===== src/rtl/alu_pkg.sv =====
// alu_pkg: shared widths and the write-back FIFO entry record for alu_wb.
package alu_pkg;
  localparam int DATA_W = 4;
  localparam int REG_N = 4;
  localparam int FIFO_DEPTH = 2;
  localparam int REG_AW = $clog2(REG_N);
  typedef struct packed {
    logic [DATA_W-1:0] r;
    logic zero;
    logic carry;
    logic sign;
    logic [REG_AW-1:0] dst;
    logic wen;
    logic fwen;
  } wb_entry_t;
endpackage


===== src/rtl/wb_fifo.sv =====
// wb_fifo: 2-entry in-order result FIFO; storage and read pointer are exposed for head access and bypass.
module wb_fifo
  import alu_pkg::*;
(
  input  logic                        clk,
  input  logic                        rst_n,
  input  logic                        push,
  input  logic                        pop,
  input  wb_entry_t                   din,
  output wb_entry_t [FIFO_DEPTH-1:0]  mem,
  output logic                        rd_ptr,
  output logic                        full,
  output logic                        empty,
  output logic [1:0]                  count
);
  logic wr_ptr;
  logic do_push;
  logic do_pop;
  assign full = count == 2'(FIFO_DEPTH);
  assign empty = count == 2'd0;
  assign do_push = push && !full;
  assign do_pop = pop && !empty;
  always_ff @(posedge clk or negedge rst_n) begin
    if (!rst_n) begin
      wr_ptr <= 1'b0;
      rd_ptr <= 1'b0;
      count <= 2'd0;
    end else begin
      wr_ptr <= wr_ptr ^ do_push;
      rd_ptr <= rd_ptr ^ do_pop;
      count <= count + 2'(do_push) - 2'(do_pop);
    end
  end
  // Payload needs no reset: it is only observed while count marks it valid.
  always_ff @(posedge clk) begin
    if (do_push) mem[wr_ptr] <= din;
  end
endmodule


===== src/rtl/alu_wb.sv =====
// alu_wb: ALU write-back stage with register file, flag register and 2-entry retire FIFO.
// Define ALU_WB_BYPASS_EN to forward pending FIFO results onto the read ports.
module alu_wb
  import alu_pkg::*;
(
  input  logic              clk,
  input  logic              rst_n,
  input  logic              in_valid,
  output logic              in_ready,
  input  logic [DATA_W-1:0] in_r,
  input  logic              in_zero,
  input  logic              in_carry,
  input  logic              in_sign,
  input  logic [REG_AW-1:0] in_dst,
  input  logic              in_wen,
  input  logic              in_fwen,
  input  logic              ext_we,
  input  logic [REG_AW-1:0] ext_addr,
  input  logic [DATA_W-1:0] ext_data,
  input  logic [REG_AW-1:0] rd_a_addr,
  input  logic [REG_AW-1:0] rd_b_addr,
  output logic [DATA_W-1:0] rd_a,
  output logic [DATA_W-1:0] rd_b,
  output logic              flag_zero,
  output logic              flag_carry,
  output logic              flag_sign,
  output logic [1:0]        pend_cnt
);
  wb_entry_t [FIFO_DEPTH-1:0] mem;
  wb_entry_t din;
  wb_entry_t head;
  logic rd_ptr;
  logic full;
  logic empty;
  logic push;
  logic retire;
  logic [DATA_W-1:0] rf [REG_N];
  assign din = '{r: in_r, zero: in_zero, carry: in_carry, sign: in_sign,
                 dst: in_dst, wen: in_wen, fwen: in_fwen};
  assign in_ready = !full;
  assign push = in_valid && in_ready;
  assign retire = !empty && !ext_we;
  assign head = mem[rd_ptr];
  wb_fifo u_fifo (
    .clk(clk), .rst_n(rst_n), .push(push), .pop(retire), .din(din),
    .mem(mem), .rd_ptr(rd_ptr), .full(full), .empty(empty), .count(pend_cnt)
  );
  // External loads block retire, so the two never write in the same cycle.
  always_ff @(posedge clk or negedge rst_n) begin
    if (!rst_n) begin
      for (int i = 0; i < REG_N; i++) rf[i] <= '0;
    end else if (ext_we) begin
      rf[ext_addr] <= ext_data;
    end else if (retire && head.wen) begin
      rf[head.dst] <= head.r;
    end
  end
  always_ff @(posedge clk or negedge rst_n) begin
    if (!rst_n) {flag_zero, flag_carry, flag_sign} <= 3'b000;
    else if (retire && head.fwen) {flag_zero, flag_carry, flag_sign} <= {head.zero, head.carry, head.sign};
  end
`ifdef ALU_WB_BYPASS_EN
  wb_entry_t young;
  assign young = mem[~rd_ptr];
  // Younger pending write to the same register shadows the older one.
  assign rd_a = (full && young.wen && young.dst == rd_a_addr) ? young.r :
                (!empty && head.wen && head.dst == rd_a_addr) ? head.r : rf[rd_a_addr];
  assign rd_b = (full && young.wen && young.dst == rd_b_addr) ? young.r :
                (!empty && head.wen && head.dst == rd_b_addr) ? head.r : rf[rd_b_addr];
`else
  assign rd_a = rf[rd_a_addr];
  assign rd_b = rf[rd_b_addr];
`endif
endmodule


===== config.mk =====
export PLATFORM = sky130hd
export DESIGN_NAME = alu_wb
export DESIGN_NICKNAME = d
export VERILOG_FILES = /design/src/rtl/alu_pkg.sv /design/src/rtl/wb_fifo.sv /design/src/rtl/alu_wb.sv
export SDC_FILE = /design/constraint.sdc
export NUM_CORES = 1
export LEC_CHECK = 0
export ABC_CLOCK_PERIOD_IN_PS = 1700
export CELL_PAD_IN_SITES_DETAIL_PLACEMENT = 0
export CELL_PAD_IN_SITES_GLOBAL_PLACEMENT = 2
export CORE_ASPECT_RATIO = 0.7
export CORE_MARGIN = 2
export CORE_UTILIZATION = 25
export CTS_BUF_LIST = sky130_fd_sc_hd__clkbuf_2 sky130_fd_sc_hd__clkbuf_4 sky130_fd_sc_hd__clkbuf_8
export DETAILED_ROUTE_END_ITERATION = 8
export GPL_TIMING_DRIVEN = 0
export PLACE_DENSITY = 0.6
export SLEW_MARGIN = 20
export SYNTH_ARGS = -nofsm -noshare
export SYNTH_HDL_FRONTEND = slang
export SYNTH_HIERARCHICAL = 1
export SYNTH_SLANG_ARGS = --single-unit

===== constraint.sdc =====
create_clock -name clk -period 1.7 [get_ports clk]
set_input_delay 0.17 -clock clk [delete_from_list [all_inputs] [get_ports clk]]
set_output_delay 0.17 -clock clk [all_outputs]
set_load 0.02 [all_outputs]

# Yosys cells after proc, flatten, opt, wreduce, memory -nomap -nowiden
# Index checks and enable logic that the tools add are counted.
[totals] reg_bits=45 input_bits=25
[classes] reduce_logical=14 n_lt_le_gt_ge=9 eq_ne=1 n_bitwise=6 addsub=2 mux=19
[op_table] op="11-bit two-way mux" n=3
[op_table] op="16-bit bitwise mux" n=2
[op_table] op="16-bit two-way mux" n=2
[op_table] op="4-bit two-way mux" n=6
[op_table] op="22-bit bitwise mux" n=1
[op_table] op="4-bit binary-select mux with 2-bit select" n=2
[op_table] op="4-bit demux with 2-bit select" n=2
[op_table] op="3-bit greater-or-equal comparator, second input constant" n=4
[op_table] op="2-bit inverter with 3-bit output" n=4
[op_table] op="11-bit demux with 1-bit select" n=1
[op_table] op="1-bit logical AND" n=9
[op_table] op="3-bit by 1-bit < comparator with 1-bit output, second input constant" n=2
[op_table] op="1-bit by 2-bit < comparator with 1-bit output, second input constant" n=2
[op_table] op="1-bit logical NOT" n=3
[op_table] op="2-bit by 1-bit adder with 2-bit output" n=1
[op_table] op="2-bit == test, second input constant" n=1
[op_table] op="2-bit logical NOT" n=1
[op_table] op="2-bit nonzero test" n=1
[op_table] op="2-bit by 1-bit subtractor with 2-bit output" n=1
[op_table] op="1-bit bitwise XOR" n=2
[op_table] op="1-bit greater-or-equal comparator, second input constant" n=1

# Depth between registers and ports, before layout
# Gate-level depths: netlist of run 1.
[depth] depth_word=10 mapped_depth=9

# Modules after synthesis
# Netlist of run 1, hierarchy kept.
[modules_own_cells] module="alu_wb" seq_area_each_um2=475.5 instances=1 area_each_um2=1346.3 cells_each=115
[modules_own_cells] module="wb_fifo" seq_area_each_um2=760.7 instances=1 area_each_um2=880.8 cells_each=42

# Worst setup path before layout of run 1
# Ideal clock, no wire load.
[synth_timing] path_type="flip-flop to flip-flop" from="register u_fifo.count[1]" to="register u_fifo.count[1]" slack_ps=-206 path_stages_with_launch=9 t_arrival_ps=1774 n_path_buf=0 required_time_ps=1568 path_cell_list="dfrtp_1 -> nor2_1 -> nor2_1 -> o21a_2 -> ha_1 -> inv_1 -> ha_1 -> xnor2_1 -> xnor2_1"
[synth_between] elab_cells_between_ends=10 classes_between="add/sub (2); eq/ne (1); reduce/logical (7)"
[synth_rtl] item="start: declaration" line="wb_fifo.sv:14" source="output logic [1:0] count"
[synth_rtl] item="start signal: assignment" line="wb_fifo.sv:31" source="count <= count + 2'(do_push) - 2'(do_pop);"
[synth_rtl] item="2-bit logical NOT" line="wb_fifo.sv:20" source="assign empty = count == 2'd0;"
[synth_rtl] item="net empty" line="alu_wb.sv:34" source="logic empty;"
[synth_rtl] item="1-bit logical NOT" line="alu_wb.sv:42" source="assign retire = !empty && !ext_we;"
[synth_rtl] item="1-bit logical AND" line="alu_wb.sv:42"
[synth_rtl] item="net retire" line="alu_wb.sv:36" source="logic retire;"
[synth_rtl] item="1-bit logical AND" line="wb_fifo.sv:22" source="assign do_pop = pop && !empty;"
[synth_rtl] item="2-bit by 1-bit subtractor with 2-bit output" line="wb_fifo.sv:31"
# The timed path passes the listed nets, and every way through them passes these cells.
# A chain may end at the register's enable or synchronous reset.

# Worst setup path in the final report of run 1
[layout_timing] from="register u_fifo.count[0]" to="register u_fifo.count[1]"
# Same word-level chain as after synthesis.

==> results.yml, run 1 <==
outcome:
  status: "finished, final reports clean"
layout:
  final_cell_mix: "26 x clkdlybuf4s50_1, 22 x edfxtp_1, 21 x dfrtp_1"
  multi_input_area_um2: 1110
  regArea_um2: 1240
  n_antenna_cell: 0
  finalNetCount: 241
  syn_to_final_growth_pct: 41.4
  fin_area_um2: 3150
  nFillCells: 848
  drive_gt1_frac: 0.315
  final_common_cell: "clkdlybuf4s50_1"
synthesis:
  syn_avg_cell_area_um2: 14.2
  syn_inst: 157
  synth-async-reset-ratio: 0.511
  synth_enable_flop_cells: 22
  ys.flop_type: "dfrtp_1"
  yosysWarningCount: 6
  seq_area_frac_synth: 0.555
  synth.distinct_cells: 44
  ys_ff_latch: 45
  netlist_area_um2: 2230
  syn_nets: 186
placed_design:
  dpl_cell_area_um2: 2770
  port_buffers: 38
  gp_congestion: 0.764
  hpwlAfterDp_mm: 4.14
grt:
  first_global_vias: 1722
  met1_usage: 0.166
  groute.usage.overall: 0.123
  antenna_found_initial: 0
  gr-total-overflow: 0
  grt_pass1_wl_mm: 9.14
  use_met2: 0.188
  grt_max_degree: 24
  busiest_layer: "met2"
  use_met3: 0.0336
run:
  drv_cap: 0
route:
  drtAntennaViolNets: 0
  vias_per_cell: 4.79
  vias: 1595
  drtIter0Drc: 86
  dr.pass1.iters: 4
  wl_per_cell_um: 17.0
  drt_wl_total_mm: 5.65
  drc_errors: 0
power:
  p_total_mw: 5.21
  p_seq_frac: 0.357
  intPower_mw: 3.35
  swShare: 0.358
  clkPwrFrac: 0.160
  switchingPower_mw: 1.87
  ir_worst_vdd_mv: 0.424
  leakage_nw: 1.19
  combPwrFrac: 0.482
  power_density_nw_per_um2: 1650
timing:
  final-max-slew-violation-count: 0
  setup_violations: 0
  fin_skew_ns: 0.0104
  hold_slack_ns: 0.378
  finalCritPeriodShare: 0.992
  hold_viol_final: 0
  fmax_mhz: 593
  period_needed_ns: 1.69
  grt_setup_unrepaired: "yes"
  slew_headroom: 0.622
  tightest_slew_ns: 0.567
critical_path:
  r2r_slack_ns: 0.01
  path_cells: "buf_12, nor2_4, nor2_4, o21a_4, ha_4, inv_2, ha_4, xnor2_2, xnor2_1"
  crit_type: "flop to flop"
  slowest_stage: "dfrtp_2"
  path_max_fanout: 4
  path_delay_family: "flip-flops"
  critical_path_buf_inv_count: 2
  worstReg2RegStart: "u_fifo/count[0]"
  critPathLaunch: "u_fifo/count[0]"
  slowest_delay_ns: 0.44
  critPathRequiredTime_ns: 1.89
  worstPathArrival_ns: 1.88
  critPathCaptureType: "flop"
  start_kind: "flop"
clock_tree:
  clock_latency_ns: 0.31
  cts_buffer_depth: 2
  htreeDepth: 2
  cts_made_buffers: 5
  cts_root_buf: "clkbuf_8"
  cts_tree: "built"
  cts_sinks: 45
  cts.clk_slew.worst_paths_ns: 0.09
floorplanning:
  core_um2: 8550
  start_util: 0.261
  dieArea_um2: 9690
  die_x_um: 117
  row_count: 28
  fp.dieH_um: 83.0
  ios: 39
min_path:
  hold_class: "input pin to asynchronous set/reset pin"
## routing by layer
metal  wire [um]  part of all wire  vias to the layer above
met5           0                 0                        -
met4          69             0.012                        0
met3         370             0.066                        5
met2        2690              0.48                       44
met1        2510              0.44                      817
li1            -                 -                      729
## power by group through the flow
stage / Combinational, mW / Sequential (mW) / Clock, mW
after floorplan: 1.26 / 1.85 / 0
after global placement: 1.96 / 1.86 / 0
after detailed placement: 1.98 / 1.87 / 0
after CTS: 2.36 / 1.84 / 0.867
after global routing: 2.70 / 1.90 / 0.917
final: 2.51 / 1.86 / 0.836
## stage by stage
| stage | std cells | utilization | setup WS, ns | setup TNS (ns) |
|---|---|---|---|---|
| 6_report | 333 | 0.368 | 0.0128 | 0 |
| 5_1_grt | 333 | 0.368 | -0.0681 | -0.280 |
| 4_1_cts | 330 | 0.359 | 0.000731 | 0 |
| 3_5_place_dp | 315 | 0.324 | -0.458 | -11.72 |
| 3_3_place_gp | 315 | 0.324 | -0.443 | -10.86 |
| 2_1_floorplan | 157 | - | 0.0163 | 0 |
## flip-flops by register name, indices dropped and copies added, names as in the netlist
name,flops
u_fifo/mem,22
rf,16
u_fifo/count,2
flag_carry,1
flag_sign,1
flag_zero,1
u_fifo/rd_ptr,1
u_fifo/wr_ptr,1
## synth_stat cells, types with 2 or more instances
| cell | n | area (um2) |
|---|---|---|
| dfrtp_1 | 23 | 576 |
| edfxtp_1 | 22 | 661 |
| a221o_1 | 12 | 120 |
| nor2_1 | 11 | 41.3 |
| mux2i_1 | 8 | 80.1 |
| mux4_2 | 8 | 180 |
| inv_1 | 7 | 26.3 |
| nor2b_1 | 5 | 31.3 |
| nor4_1 | 5 | 31.3 |
| a21oi_1 | 4 | 20.0 |
| a22o_1 | 4 | 35.0 |
| and2_1 | 4 | 25.0 |
| ha_1 | 4 | 50.1 |
| mux2_2 | 4 | 45.0 |
| nand2_1 | 4 | 15.0 |
| and3_1 | 2 | 12.5 |
| buf_6 | 2 | 22.5 |
| xnor2_1 | 2 | 17.5 |
## cell type report
class | instances | area share
Inverter | 7 | 0.00834
Tap cell | 120 | 0.0477
Clock inverter | 3 | 0.0151
Buffer | 4 | 0.0159
Clock buffer | 5 | 0.0219
Timing Repair Buffer | 48 | 0.144
Multi-Input combinational cell | 101 | 0.354
Sequential cell | 45 | 0.393
## worst paths after layout
check                                       end  depth (start not counted)
worst max-delay path            u_fifo/count[1]                          9
worst min-delay path                  flag_zero                          2
worst max register to register  u_fifo/count[1]                          9
worst min register to register        flag_zero                          2
max in group asynchronous       u_fifo/count[1]                          2
min in group clk                 u_fifo/mem[15]                          1
## logic make-up after synthesis
group                    share of synthesized area
AO/OA/AOI/OAI                                0.126
XOR/XNOR                                    0.0118
adder cells (fa/ha/maj)                     0.0225
buffers and inverters                       0.0275
flip-flops                                   0.555
multiplexers                                 0.147
AND/OR/NAND/NOR                              0.110
## repair_timing
| item | 4_1_cts | 5_1_grt |
|---|---|---|
| endpoints found under the setup margin | 41 | 39 |
| resized for setup | 37 | 22 |
| hold endpoints to repair | 0 | 23 |
| hold buffers | 0 | 1 |
| setup buffers | 7 | 1 |
| pin swaps | 6 | 3 |
| gates cloned | 0 | 1 |
(Power assumes the default switching activity.)
==> run 2, diff against run 1 <==
--- a/config.mk
+++ b/config.mk
@@ -5,7 +5,7 @@
 export SDC_FILE = /design/constraint.sdc
 export NUM_CORES = 1
 export LEC_CHECK = 0
-export ABC_CLOCK_PERIOD_IN_PS = 1700
+export ABC_CLOCK_PERIOD_IN_PS = 1950
 export CELL_PAD_IN_SITES_DETAIL_PLACEMENT = 0
 export CELL_PAD_IN_SITES_GLOBAL_PLACEMENT = 2
 export CORE_ASPECT_RATIO = 0.7
@@ -14,7 +14,7 @@
 export CTS_BUF_LIST = sky130_fd_sc_hd__clkbuf_2 sky130_fd_sc_hd__clkbuf_4 sky130_fd_sc_hd__clkbuf_8
 export DETAILED_ROUTE_END_ITERATION = 8
 export GPL_TIMING_DRIVEN = 0
-export PLACE_DENSITY = 0.6
+export PLACE_DENSITY = 0.58
 export SLEW_MARGIN = 20
 export SYNTH_ARGS = -nofsm -noshare
 export SYNTH_HDL_FRONTEND = slang
==> constraint.sdc (replaced) <==
create_clock -name clk -period 1.95 [get_ports clk]
set_input_delay 0.195 -clock clk [delete_from_list [all_inputs] [get_ports clk]]
set_output_delay 0.195 -clock clk [all_outputs]
set_load 0.02 [all_outputs]
==> run 2 against run 1 <==
  * Hold slack better by 0.030 ns
  * Wire length is 3.2% lower
  * Via count is 4.2% lower
  * Flip-flop and latch count stayed put
  * Maximum frequency is 8.9% lower
  * Power is 25% lower
  * Clock skew is 0.0019 ns higher
  * Critical path type unchanged
==> results.yml, run 2 (synthesized netlist as in run 1, its figures left out) <==
critical_path:
  critPathRequiredTime_ns: 2.14
  path_cells: "buf_6, buf_6, mux2i_1, nor2_1, a22o_1, mux2_2"
  start_kind: "flop"
  critical_path_buf_inv_count: 2
  slowest_stage: "dfrtp_1"
  slowest_delay_ns: 0.40
  crit_type: "flop to flop"
  path_max_fanout: 10
  worstPathArrival_ns: 2.04
  critPathCaptureType: "flop"
  path_delay_family: "multiplexers"
  cpMostUsedCell: "buf_6"
layout:
  syn_to_final_growth_pct: 28.3
  drive_gt1_frac: 0.167
  largestRegisters: "u_fifo/mem (22), rf (16), u_fifo/count (2)"
  largest_reg_flops: 22
  n_antenna_cell: 0
  finalNetCount: 232
  instances_no_fill: 324
  final_cell_mix: "27 x clkdlybuf4s50_1, 23 x dfrtp_1, 22 x edfxtp_1"
  largest_register: "u_fifo/mem"
  final_common_cell: "clkdlybuf4s50_1"
power:
  p_seq_frac: 0.418
  combPwrFrac: 0.430
  ir_worst_vdd_mv: 0.316
  clkPwrFrac: 0.153
  power_density_nw_per_um2: 1360
  intPower_mw: 2.43
  leakage_nw: 1.12
  switchingPower_mw: 1.45
  swShare: 0.373
timing:
  grt_setup_unrepaired: "no"
  finalCritPeriodShare: 0.950
  setup_violations: 0
  slew_headroom: 0.563
  final-max-slew-violation-count: 0
  fmax_mhz: 540
  tightest_slew_ns: 0.653
  period_needed_ns: 1.85
  setup_tns_ns: 0
  fin_skew_ns: 0.0123
  hold_viol_final: 0
route:
  drt_wl_total_mm: 5.47
  drc_errors: 0
  vias: 1528
  wl_per_cell_um: 16.9
  drtAntennaViolNets: 0
  dr.pass1.iters: 5
  drtIter0Drc: 79
  vias_per_cell: 4.72
floorplanning:
  dieArea_um2: 9690
  start_util: 0.261
  core_um2: 8550
  fp.dieH_um: 83.0
  die_x_um: 117
  row_count: 28
  ios: 39
clock_tree:
  cts_root_buf: "clkbuf_8"
  clock_latency_ns: 0.30
  cts_buffer_depth: 2
  cts.clk_slew.worst_paths_ns: 0.09
  cts_made_buffers: 5
  cts_tree: "built"
  htreeDepth: 2
  cts_sinks: 45
placed_design:
  place_inst: 315
  port_buffers: 38
  gp_congestion: 0.820
  hpwlAfterDp_mm: 4.29
grt:
  first_global_vias: 1643
  grt_max_degree: 24
  groute.usage.overall: 0.120
  grt_pass1_wl_mm: 8.78
  antenna_found_initial: 0
  gr-total-overflow: 0
run:
  drv_cap: 0
outcome:
  status: "finished, final reports clean"
min_path:
  hold_class: "input pin to asynchronous set/reset pin"
run 2: cell count changes in the layout (fill, tap and decap cells not counted), sizes merged:
cell / change
bufinv: -1
dlygate4sd2: +6
dlymetal6s2s: +1
clkdlybuf4s15: -4
inv: -1
clkbuf: -4
buf: -9
clkinv: +2
clkdlybuf4s50: +1
run 2: per-layer routing:
layer  vias to the layer above  share of wire  GRT usage
met1                       778           0.49      0.177
met3                         6          0.045     0.0285
li1                        714              -          -
met2                        30           0.45      0.173
met5                         -              0          0
met4                         0          0.012     0.0364
run 2: path summary, 6_finish.rpt:
kind	start	to	slack [ns]	cells after the start
max in group asynchronous	rst_n	u_fifo/rd_ptr	1.16	2
max reg2reg	u_fifo/rd_ptr	rf[12]	0.1	6
max	u_fifo/rd_ptr	rf[12]	0.1	6
min	rst_n	flag_zero	0.41	2
min reg2reg	u_fifo/rd_ptr	u_fifo/rd_ptr	0.52	1
min in group clk	in_dst[0]	u_fifo/mem[13]	0.48	1
run 2: repair_timing:
| item | 4_1_cts | 5_1_grt |
|---|---|---|
| endpoints found under the setup margin | 9 | 23 |
| gates cloned | 0 | 0 |
| setup buffers | 0 | 0 |
| resized for setup | 11 | 3 |
| hold endpoints to repair | 0 | 23 |
| hold buffers | 0 | 1 |
run 2: power groups by stage:
stage	Clock, mW	Sequential [mW]	Combinational [mW]
2_1_floorplan	0	1.60	1.09
3_3_place_gp	0	1.62	1.69
3_5_place_dp	0	1.63	1.72
4_1_cts	0.615	1.63	1.68
5_1_grt	0.653	1.67	1.80
6_report	0.592	1.62	1.67
run 2: cell type report:
class,count,area (um2)
clock inverter,3,21.3
tap,120,150
multi-input combinational,101,942
timing repair buffer,39,377
clock buffer,5,68.8
sequential,45,1240
inverter,7,26.3
buffer,4,35.0
fill,883,5690
run 2: through the flow:
step	hold slack (ns)	instance area, um2	total power [mW]	worst slack [ns]	util
6_report	0.409	2860	3.88	0.0974	0.334
5_1_grt	0.464	2860	4.12	0.00249	0.334
4_1_cts	0.469	2840	3.92	0.00655	0.333
3_5_place_dp	0.507	2760	3.35	-0.177	0.323
3_3_place_gp	0.507	2760	3.31	-0.158	0.323
2_1_floorplan	-0.101	2230	2.69	0.0441	-
==> RTL change 1, RTL diff (flow settings as in run 1) <==
Add a define of `ALU_WB_BYPASS_EN`.
--- a/src/rtl/alu_wb.sv
+++ b/src/rtl/alu_wb.sv
@@ -1,4 +1,6 @@
 // alu_wb: ALU write-back stage with register file, flag register and 2-entry retire FIFO.
 // Define ALU_WB_BYPASS_EN to forward pending FIFO results onto the read ports.
+`define ALU_WB_BYPASS_EN
+
 module alu_wb
   import alu_pkg::*;
Behaviour: not the same (Yosys sat finds a counterexample within 4 cycles, from zero or initial values and one cycle with rst_n low).
==> RTL change 1 against run 1 <==
- the run now ends with setup timing left
- area after synthesis is 22% higher
- sequential cell count stayed put
- final area increased by 32%
- setup slack worse by 0.82 ns
- hold slack improved by 0.022 ns
- wire length increased by 52%
- critical path depth stayed put
- cell count increased by 35%
- clock skew fell by 0.0028 ns
- total power up 39%
- critical path type is now register to output pin
- highest routed layer unchanged
==> RTL change 1: results (changes against run 1) <==
metric	value	unit	change
result of the run	finished with violations		was complete, no violations
violated checks	setup timing		
final layout net count	347		was 241
setup-violating endpoint count in the final report	17		was 0
Filler Cells Inserted	1059		was 848
RePlAce Congestion	0.776		was 0.764
sequential element share of the synthesized area	45.3	%	was 55.5%
static leakage	1.57	nW	was 1.19 nW
main area contributors after synthesis	sky130_fd_sc_hd__edfxtp_1 24%, sky130_fd_sc_hd__dfrtp_1 21%, sky130_fd_sc_hd__mux4_2 6.6%		was sky130_fd_sc_hd__edfxtp_1 30%, sky130_fd_sc_hd__dfrtp_1 26%, sky130_fd_sc_hd__mux4_2 8.1%
Reg2Reg Launch Point	u_fifo/rd_ptr		was u_fifo/count[0]
total track usage	15.0	%	was 12.3%
total clock network power	0.000824	W	was 0.000836 W
largest fanout of any net on the critical path	9		was 4
mean number of vias per cell	5.02		was 4.79
Worst Path Arrival	2.34	ns	was 1.88 ns
footprint of the multi-input gates	1900	µm²	was 1110 µm²
count of cell types in the netlist	42		was 44
final worst setup slack	-0.808	ns	was 0.0128 ns
summed negative setup slack over all endpoints	-7.01	ns	was 0 ns
area share of fa/ha/maj cells after synthesis	1.84	%	was 2.25%
PortBufs	33		was 38
number of cells after detailed placement	412		was 315
first-iteration detailed-routing DRC count	97		was 86
sequential cell fraction of total power	26.3	%	was 35.7%
nets in the synthesized netlist	276		was 186
most frequent cells after synthesis	23 x sky130_fd_sc_hd__dfrtp_1, 22 x sky130_fd_sc_hd__edfxtp_1, 22 x sky130_fd_sc_hd__nand2_1		was 23 x sky130_fd_sc_hd__dfrtp_1, 22 x sky130_fd_sc_hd__edfxtp_1, 12 x sky130_fd_sc_hd__a221o_1
[RTL change 1: changes by cell type after synthesis, moves of 5 or more]
cell                        change
sky130_fd_sc_hd__o31ai_1        +7
sky130_fd_sc_hd__o21ai_0        +9
sky130_fd_sc_hd__nand2b_1       +8
sky130_fd_sc_hd__a22oi_1        +8
sky130_fd_sc_hd__nor3_1        +11
sky130_fd_sc_hd__nor2_1         +5
sky130_fd_sc_hd__o2111ai_1      +8
sky130_fd_sc_hd__a211oi_1       +8
sky130_fd_sc_hd__nor4_1         -5
sky130_fd_sc_hd__nand2_1       +18
sky130_fd_sc_hd__a221o_1       -12
[RTL change 1: layout make-up]
class / instances / area share (%)
inverters: 8 / 0.724
flip-flops and latches: 45 / 29.9
multi-input cells: 183 / 45.9
well taps: 132 / 3.98
clock buffers: 5 / 1.66
clock inverters: 3 / 1.12
plain buffers: 11 / 2.20
repair buffers: 64 / 14.5
[RTL change 1: critical path, cell delays in order, from the launching register on]
cell	delay [ns]
sky130_fd_sc_hd__dfrtp_2	0.43
sky130_fd_sc_hd__buf_12	0.13
sky130_fd_sc_hd__mux2i_4	0.35
sky130_fd_sc_hd__xor2_2	0.12
sky130_fd_sc_hd__and3_1	0.21
sky130_fd_sc_hd__buf_8	0.14
sky130_fd_sc_hd__buf_4	0.14
sky130_fd_sc_hd__o31ai_4	0.31
sky130_fd_sc_hd__a211oi_4	0.06
sky130_fd_sc_hd__buf_6	0.15
[RTL change 1: path summary, 6_finish.rpt]
| check | to | slack, ns | depth (start not counted) |
|---|---|---|---|
| min in group clk | u_fifo/mem[0] | 0.44 | 1 |
| max reg2reg | rf[6] | -0.12 | 7 |
| min reg2reg | rf[15] | 0.51 | 2 |
| min | rf[5] | 0.40 | 2 |
| max | rd_a[2] | -0.81 | 9 |
| max in group asynchronous | u_fifo/rd_ptr | 0.87 | 2 |
[RTL change 1: timing repair]
action | 4_1_cts | 5_1_grt
hold buffers | 1 | 0
buffers inserted | 21 | 9
endpoints found under the setup margin | 51 | 50
endpoints found under the hold margin | 23 | 0
pin swaps | 17 | 12
gates resized for setup | 88 | 23
[RTL change 1: metal layers]
layer / wire [µm] / GRT usage, % / share of wire (%) / vias to the layer above
met4: 46 / 2.72 / 0.53 / 0
met1: 4650 / 24.1 / 54 / 1134
met2: 3630 / 21.0 / 42 / 52
met3: 276 / 2.36 / 3.2 / 5
li1: - / - / - / 1075
met5: 0 / 0 / 0 / -
[RTL change 1: cell families after synthesis]
kind of cell,Yosys count
adder cells (fa/ha/maj),4
AND/OR/NAND/NOR,78
XOR/XNOR,11
buffers and inverters,19
AO/OA/AOI/OAI,64
multiplexers,26
flip-flops,45
==> RTL change 2, RTL diff (config.mk and constraints of run 1) <==
Made on the original files. Register the output `flag_zero`, without a reset; this adds one clock of latency there. The other outputs are not delayed to match.
--- a/src/rtl/alu_wb.sv
+++ b/src/rtl/alu_wb.sv
@@ -27,4 +27,6 @@
   output logic [1:0]        pend_cnt
 );
+
+  logic flag_zero_d;
   wb_entry_t [FIFO_DEPTH-1:0] mem;
   wb_entry_t din;
@@ -57,6 +59,6 @@
   end
   always_ff @(posedge clk or negedge rst_n) begin
-    if (!rst_n) {flag_zero, flag_carry, flag_sign} <= 3'b000;
-    else if (retire && head.fwen) {flag_zero, flag_carry, flag_sign} <= {head.zero, head.carry, head.sign};
+    if (!rst_n) {flag_zero_d, flag_carry, flag_sign} <= 3'b000;
+    else if (retire && head.fwen) {flag_zero_d, flag_carry, flag_sign} <= {head.zero, head.carry, head.sign};
   end
 `ifdef ALU_WB_BYPASS_EN
@@ -72,4 +74,8 @@
   assign rd_b = rf[rd_b_addr];
 `endif
+  always_ff @(posedge clk) begin
+    flag_zero <= flag_zero_d;
+  end
+
 endmodule
 
Function: changed (Yosys sat finds a counterexample within 4 cycles, from zero or initial values and one cycle with rst_n low).
==> RTL change 2 against run 1 <==
- the run now ends with setup timing left
- final area decreased by 2.3%
- hold slack got worse by 0.0030 ns
- area after synthesis up 0.90%
- wire length is 0.73% higher
- setup slack got worse by 0.029 ns
- count of clock-buffer cells in the layout unchanged
- sequential cell count up 1
- total power shrank 5.6%
- critical path type unchanged
==> RTL change 2: results (changes against run 1) <==
metric	value	unit	change
clk sinks	46		was 45
# resized after CTS	22		was 37
mean number of vias per cell	4.67		was 4.79
first-iteration detailed-routing DRC count	68		was 86
Reg area	1260	µm²	was 1240 µm²
final layout net count	243		was 241
main area contributors after synthesis	sky130_fd_sc_hd__edfxtp_1 29%, sky130_fd_sc_hd__dfrtp_1 26%, sky130_fd_sc_hd__mux4_2 8.0%		was sky130_fd_sc_hd__edfxtp_1 30%, sky130_fd_sc_hd__dfrtp_1 26%, sky130_fd_sc_hd__mux4_2 8.1%
final clock skew	0.00810	ns	was 0.0104 ns
area share of fa/ha/maj cells after synthesis	2.23	%	was 2.25%
nets in the synthesized netlist	187		was 186
Post-Syn Area per Cell	14.2	µm²	about the same
Worst Path Arrival	1.90	ns	was 1.88 ns
setup-violating endpoint count in the final report	1		was 0
proportion of layout cells with a drive suffix above 1	31.6	%	was 31.5%
post-CTS setup buffer count	1		was 7
sequential element share of the synthesized area	55.9	%	was 55.5%
final worst setup slack	-0.0160	ns	was 0.0128 ns
violated checks	setup timing		
static leakage	1.18	nW	was 1.19 nW
total track usage	11.8	%	was 12.3%
Routed WL	5690	µm	was 5650 µm
headroom to the max-slew limit	50.8	%	was 62.2%
clock distribution area overhead in the final layout	2.93	%	was 3.69%
count of cell types in the netlist	45		was 44
xor-xnor portion of the synthesized cell area	1.17	%	was 1.18%
total number of vias	1565		was 1595
result of the run	finished with violations		was complete, no violations
Filler Cells Inserted	853		was 848
IR Drop Worst-Case VDD	0.398	mV	was 0.424 mV
vias in the first global route	1659		was 1722
global-route wire length before repair	8960	µm	was 9140 µm
non-clock buffer total of the final layout	53		was 52
## RTL change 2: changes by cell type in the layout (fill, tap and decap cells not counted), sizes merged
cell and delta:
clkbuf +2, clkdlybuf4s15 -2, clkinv +2, inv -2
buf +1, bufinv -1, clkinvlp +1, dfxtp +1
## RTL change 2: worst min-delay path by stage
stage                      end  slack, ns  cells after the start        start
detailed placement   flag_zero       0.36                      0  flag_zero_d
finish               flag_zero       0.38                      0  flag_zero_d
floorplan           flag_carry      -0.13                      0        rst_n
global placement     flag_zero       0.36                      0  flag_zero_d
CTS                  flag_zero       0.38                      0  flag_zero_d
global route         flag_zero       0.40                      0  flag_zero_d
## RTL change 2: stage by stage
| stage | hold slack, ns | util [%] | setup WS (ns) | TNS [ns] | cell area, µm² |
|---|---|---|---|---|---|
| 3_3_place_gp | 0.359 | 32.5 | -0.422 | -11.02 | 2790 |
| 5_1_grt | 0.399 | 35.9 | -0.0738 | -1.45 | 3080 |
| 2_1_floorplan | -0.126 | - | 0.0163 | 0 | 2260 |
| 6_report | 0.375 | 35.9 | -0.0160 | -0.0160 | 3080 |
| 4_1_cts | 0.380 | 34.0 | -0.0881 | -0.204 | 2910 |
| 3_5_place_dp | 0.358 | 32.5 | -0.433 | -12.12 | 2790 |
## RTL change 2: power breakdown
part	switching [W]	total, W	internal (W)
logic	0.00111	0.00234	0.00123
registers	0.000314	0.00191	0.00160
clock network	0.000383	0.000672	0.000289
## RTL change 2: per-layer routing
layer | wire (µm) | global-route usage [%] | vias to the layer above
met5 | 0 | 0 | -
met4 | 91 | 4.16 | 0
met3 | 206 | 2.61 | 7
met2 | 2560 | 18.2 | 36
met1 | 2830 | 16.3 | 791
li1 | - | - | 731
